[config.mk]
export PLATFORM = sky130hd
export DESIGN_NAME = control_merge
export DESIGN_NICKNAME = d
export VERILOG_FILES = /design/src/rtl/control_merge_pkg.sv /design/src/rtl/control_merge_eager_fork_2.sv /design/src/rtl/control_merge_tehb.sv /design/src/rtl/control_merge.sv
export SDC_FILE = /design/constraint.sdc
export NUM_CORES = 1
export LEC_CHECK = 0
export CAP_MARGIN = 20
export CORE_ASPECT_RATIO = 0.5
export CORE_MARGIN = 2
export CORE_UTILIZATION = 38
export DETAILED_ROUTE_END_ITERATION = 16
export GPL_ROUTABILITY_DRIVEN = 0
export HOLD_SLACK_MARGIN = 0.05
export PLACE_DENSITY = 0.77
export SYNTH_ARGS = -nofsm -noshare
export SYNTH_HDL_FRONTEND = slang
export SYNTH_SLANG_ARGS = --single-unit
[constraint.sdc]
create_clock -name clk -period 1.3 [get_ports clk]
set_input_delay 0.195 -clock clk [delete_from_list [all_inputs] [get_ports clk]]
set_output_delay 0.195 -clock clk [all_outputs]
set_load 0.05 [all_outputs]
[src/rtl/control_merge_pkg.sv]
// Shared helpers for the control_merge slice: reset polarity, channel sizing and fork port names.
package control_merge_pkg;

  localparam logic RstActive = 1'b1;

  typedef enum logic {
    OutData  = 1'b0,
    OutIndex = 1'b1
  } fork_port_e;

  // Index width needed to name n channels; never narrower than one bit.
  function automatic int unsigned index_width(int unsigned n);
    return (n <= 2) ? 1 : $clog2(n);
  endfunction

  function automatic int unsigned packed_width(int unsigned size, int unsigned width);
    return size * width;
  endfunction

endpackage

[src/rtl/control_merge_eager_fork_2.sv]
// Eager 2-way fork: each branch handshakes once per token; the token retires when both are done.
module control_merge_eager_fork_2
  import control_merge_pkg::*;
(
  input  logic       clk_i,
  input  logic       rst_i,
  input  logic       in_valid_i,
  output logic       in_ready_o,
  output logic [1:0] out_valid_o,
  input  logic [1:0] out_ready_i
);

  logic [1:0] sent_q, sent_d;

  assign out_valid_o = {2{in_valid_i}} & ~sent_q;
  assign in_ready_o  = &(sent_q | out_ready_i);

  always_comb begin
    if (in_valid_i && in_ready_o) begin
      sent_d = '0;
    end else begin
      sent_d = sent_q | (out_valid_o & out_ready_i);
    end
  end

  always_ff @(posedge clk_i) begin
    if (rst_i == RstActive) begin
      sent_q <= '0;
    end else begin
      sent_q <= sent_d;
    end
  end

endmodule

[src/rtl/control_merge_tehb.sv]
// One-slot transparent elastic buffer: zero latency when empty, holds one token under backpressure.
module control_merge_tehb
  import control_merge_pkg::*;
#(
  parameter int unsigned Width = 8
) (
  input  logic             clk_i,
  input  logic             rst_i,
  input  logic [Width-1:0] in_data_i,
  input  logic             in_valid_i,
  output logic             in_ready_o,
  output logic [Width-1:0] out_data_o,
  output logic             out_valid_o,
  input  logic             out_ready_i
);

  logic             full_q, full_d;
  logic [Width-1:0] data_q, data_d;

  always_comb begin
    full_d = full_q;
    data_d = data_q;
    if (full_q && out_ready_i) begin
      full_d = 1'b0;
    end else if (!full_q && in_valid_i && !out_ready_i) begin
      full_d = 1'b1;
      data_d = in_data_i;
    end
  end

  always_ff @(posedge clk_i) begin
    if (rst_i == RstActive) begin
      full_q <= 1'b0;
      data_q <= '0;
    end else begin
      full_q <= full_d;
      data_q <= data_d;
    end
  end

  assign in_ready_o  = ~full_q;
  assign out_valid_o = full_q | in_valid_i;
  assign out_data_o  = full_q ? data_q : in_data_i;

endmodule

[src/rtl/control_merge.sv]
// Dataflow control-merge: picks one valid input channel, forwards data and winning index.
// Define CONTROL_MERGE_ROUND_ROBIN_EN for round-robin arbitration instead of fixed priority.
module control_merge
  import control_merge_pkg::*;
#(
  parameter int unsigned SIZE       = 2,
  parameter int unsigned DATA_TYPE  = 32,
  parameter int unsigned INDEX_TYPE = 1
) (
  input  logic                                      clk,
  input  logic                                      rst,
  input  logic [packed_width(SIZE, DATA_TYPE)-1:0]  ins,
  input  logic [SIZE-1:0]                           ins_valid,
  output logic [SIZE-1:0]                           ins_ready,
  output logic [DATA_TYPE-1:0]                      outs,
  output logic                                      outs_valid,
  input  logic                                      outs_ready,
  output logic [INDEX_TYPE-1:0]                     index,
  output logic                                      index_valid,
  input  logic                                      index_ready
);

  localparam int unsigned TehbWidth = DATA_TYPE + INDEX_TYPE;

  logic                  any_valid;
  logic [INDEX_TYPE-1:0] win_idx;
  logic [DATA_TYPE-1:0]  win_data;
  int unsigned           start;
  int unsigned           cand;
  logic [SIZE-1:0]       vshift;

  logic                  tehb_ready;
  logic                  tehb_valid;
  logic [TehbWidth-1:0]  tehb_out;
  logic                  fork_ready;
  logic [1:0]            fork_valid;
  logic                  in_reset;

  assign in_reset = (rst == RstActive);

`ifdef CONTROL_MERGE_ROUND_ROBIN_EN
  logic [INDEX_TYPE-1:0] last_grant_q, last_grant_d;

  always_comb begin
    if (32'(last_grant_q) + 1 >= SIZE) begin
      start = 0;
    end else begin
      start = 32'(last_grant_q) + 1;
    end
  end

  assign last_grant_d = (any_valid && tehb_ready) ? win_idx : last_grant_q;

  always_ff @(posedge clk) begin
    if (in_reset) begin
      last_grant_q <= INDEX_TYPE'(SIZE - 1);
    end else begin
      last_grant_q <= last_grant_d;
    end
  end
`else
  assign start = 0;
`endif

  // Scan channels starting at 'start', wrapping; the first valid one wins.
  always_comb begin
    any_valid = 1'b0;
    win_idx   = '0;
    win_data  = '0;
    cand      = 0;
    vshift    = '0;
    for (int unsigned k = 0; k < SIZE; k++) begin
      cand = start + k;
      if (cand >= SIZE) begin
        cand = cand - SIZE;
      end
      vshift = ins_valid >> cand;
      if (!any_valid && vshift[0]) begin
        any_valid = 1'b1;
        win_idx   = INDEX_TYPE'(cand);
        win_data  = DATA_TYPE'(ins >> (cand * DATA_TYPE));
      end
    end
  end

  always_comb begin
    ins_ready = '0;
    if (!in_reset && any_valid && tehb_ready) begin
      ins_ready = SIZE'(1) << win_idx;
    end
  end

  control_merge_tehb #(
    .Width(TehbWidth)
  ) u_tehb (
    .clk_i      (clk),
    .rst_i      (rst),
    .in_data_i  ({win_data, win_idx}),
    .in_valid_i (any_valid),
    .in_ready_o (tehb_ready),
    .out_data_o (tehb_out),
    .out_valid_o(tehb_valid),
    .out_ready_i(fork_ready)
  );

  control_merge_eager_fork_2 u_fork (
    .clk_i      (clk),
    .rst_i      (rst),
    .in_valid_i (tehb_valid),
    .in_ready_o (fork_ready),
    .out_valid_o(fork_valid),
    .out_ready_i({index_ready, outs_ready})
  );

  assign outs        = tehb_out[TehbWidth-1 -: DATA_TYPE];
  assign index       = tehb_out[INDEX_TYPE-1:0];
  assign outs_valid  = fork_valid[OutData] & ~in_reset;
  assign index_valid = fork_valid[OutIndex] & ~in_reset;

endmodule

==> results.ini <==
[run_status]
status = finished with violations
violations = setup timing

[critical_path]
startpoint_type = flip-flop
cp_cell_sequence = buf_6 > o21ba_4 > buf_8 > a21oi_1 > a311oi_2
endpoint_kind = flip-flop
cp.required_ns = 1.47
cp_num_buf_inv = 2
max_stage_delay_ns = 0.37
worst-endpoint-arrival_ns = 1.83
slowest_stage = dfxtp_4
crit_type = flip-flop to flip-flop
crit_fanout = 13
cp_top_family = compound AO/OA/AOI/OAI gates

[detailed_routing]
num_vias = 3364
vias_per_cell = 6.20
drt_wl_total_mm = 13.7
drc = 0
drt-pass1-iter-count = 5
postRouteAntennaNets = 0
avgRoutedWirePerCell_um = 25.2
drt_iter0_markers = 375

[clock_network]
clockRootBuffer = clkbuf_16
cts_buffers = 5
hold_buffers = 0
clk-insertion-delay-late_ns = 0.29
cts_tree = built
htree_levels = 2
clockBufferDepth = 2
clk_pin_slew_worst_paths_ns = 0.06
cts_sinks = 36

[layout]
final_cell_mix = buf_4 (65), clkdlybuf4s50_1 (64), buf_12 (44), dfxtp_1 (33)
final_common_cell = buf_4
layout.cells.non_filler = 543
syn2layout_area_growth_pct = 131
final_nets = 525
antenna_cells = 0
final-seq-area_um2 = 729
layout-drive-gt1-share_pct = 55.4
fillers = 212
multi_input_area_um2 = 2060

[die]
initial_core_util_pct = 39.0
ioPinCount = 107
row_count = 20
core_area_um2 = 6030
die_h_um = 59.6
die-area_um2 = 6870
die_width_um = 115

[min_path]
hp-class = input pin to flip-flop

[sta]
fin_crit_ns = 1.66
rsz0062_at_grt = true
finalCritPeriodShare_pct = 128
hold_viol = 0
fin_ws_ns = -0.364
setup_violations = 70
fin_skew_ns = 0.00736
relSlewSlack_pct = 72.0
fmax_mhz = 601
worstMarginPinSlew_ns = 0.419
maxSlewViolCount = 0

[global_route]
grt_use_total_pct = 32.1
grt_max_degree = 33
grt_pass1_vias = 3345
antenna_found_initial = 0
grt_overflow = 0
grt_pass1_wl_mm = 16.9

[logic_synthesis]
yosys.area_share.simple_pct = 23.8
synth_compound_area_share_pct = 38.7
netlist_area_um2 = 2350
synth_seq_cells = 36
synth.distinct_cells = 27
seq_area_frac_synth_pct = 30.7
synthCells = 282
synth.avg_cell_area_um2 = 8.34
synth_mux_area_share_pct = 0
synthesis.nets = 352
synth_top_family_by_area = compound AO/OA/AOI/OAI gates
synthXorXnorAreaFrac_pct = 0
synth_adder_area_share_pct = 0
ys_warn_count = 0

[pwr]
leakage_uw = 0.00214
total_power_uw = 5760
ir_worst_vdd_v = 0.000637
power_density_nw_per_um2 = 1060

[flow_run]
cap_violations = 0

[placement]
place_inst = 522
port_buffers = 106
hpwl_mm = 6.34

==> layout make-up <==
type                            instances  area share [%]
Tap cell                               88            2.02
Multi-Input combinational cell        213            37.9
Sequential cell                        36            13.4
Timing Repair Buffer                  198            43.5
Clock buffer                            7            2.81
Inverter                                1           0.299
==> worst min-delay path: stages <==
cell and delay [ns]:
dlymetal6s2s_1 0.19, a21oi_2 0.15, nor3_1 0.07
==> final timing paths <==
check,cells after the start,startpoint,endpoint,slack (ns)
min,3,index_ready,u_fork.sent_q[1]$_SDFF_PP0_,0.35
max,5,u_tehb.full_q$_SDFFE_PP0P_,u_tehb.data_q[19]$_SDFFE_PP0P_,-0.36
min reg2reg,2,u_tehb.data_q[1]$_SDFFE_PP0P_,u_tehb.data_q[1]$_SDFFE_PP0P_,0.55
max reg2reg,5,u_tehb.full_q$_SDFFE_PP0P_,u_tehb.data_q[19]$_SDFFE_PP0P_,-0.36
==> cells by family (layout without fill, tap and decap cells) <==
group           count (synthesis)  in the layout
compound gates                107            107
simple gates                  105            106
flops                          36             36
buf+inv                        34            206
==> what timing repair did <==
action	4_1_cts	5_1_grt
pin swaps	4	17
endpoints found under the setup margin	72	72
setup buffers	3	3
gates cloned	4	5
gates resized for setup	37	60
==> metrics by stage <==
stage / utilization [%] / cell area, um^2 / setup TNS, ns / hold WS (ns) / worst slack (ns)
2_1_floorplan: - / 2720 / -2.05 / 0.379 / -0.0751
3_3_place_gp: 78.0 / 4700 / -24.22 / 0.505 / -0.427
3_5_place_dp: 78.0 / 4700 / -27.46 / 0.529 / -0.522
4_1_cts: 84.1 / 5070 / -9.72 / 0.324 / -0.198
5_1_grt: 90.2 / 5440 / -15.58 / 0.367 / -0.332
6_report: 90.2 / 5440 / -15.05 / 0.354 / -0.364
==> routing by layer <==
metal	global-route usage [%]	vias up	share of wire, %
met5	0	-	0
met4	16.9	0	5.3
met3	5.93	73	8.5
met2	60.1	241	48
met1	35.6	1636	39
li1	-	1414	-
==> Yosys cell counts, drive strengths merged <==
| master | n | area (um^2) |
|---|---|---|
| nand2b | 1 | 6.26 |
| inv | 1 | 3.75 |
| dfxtp | 36 | 721 |
| nor3 | 6 | 30.0 |
| o21ba | 1 | 10.0 |
| o22ai | 1 | 12.5 |
| nand3 | 28 | 140 |
| a31oi | 1 | 6.26 |
| nand3b | 28 | 210 |
| o21ai | 1 | 5.00 |
| o21a | 28 | 210 |
| and2 | 1 | 6.26 |
| a211oi | 4 | 30.0 |
| a21oi | 38 | 190 |
| or3 | 1 | 6.26 |
| nand2 | 29 | 109 |
| nor2b | 1 | 6.26 |
| buf | 9 | 65.1 |
| nor3b | 2 | 15.0 |
| a311oi | 29 | 417 |
| a22oi | 4 | 30.0 |
| nor2 | 8 | 30.0 |
| clkbuf | 24 | 91.3 |
==> report_power, final <==
part           switching [uW]  internal (uW)  leakage [uW]
Clock                     508            806     0.0000760
Combinational            1550           1560       0.00176
Sequential                128           1220      0.000300
==> registers in the layout, indices dropped and copies added (netlist names) <==
| name | cells |
|---|---|
| u_tehb.data_q | 33 |
| u_tehb.full_q | 1 |
| u_fork.sent_q | 2 |
Power figures use the tool's default switching activity.
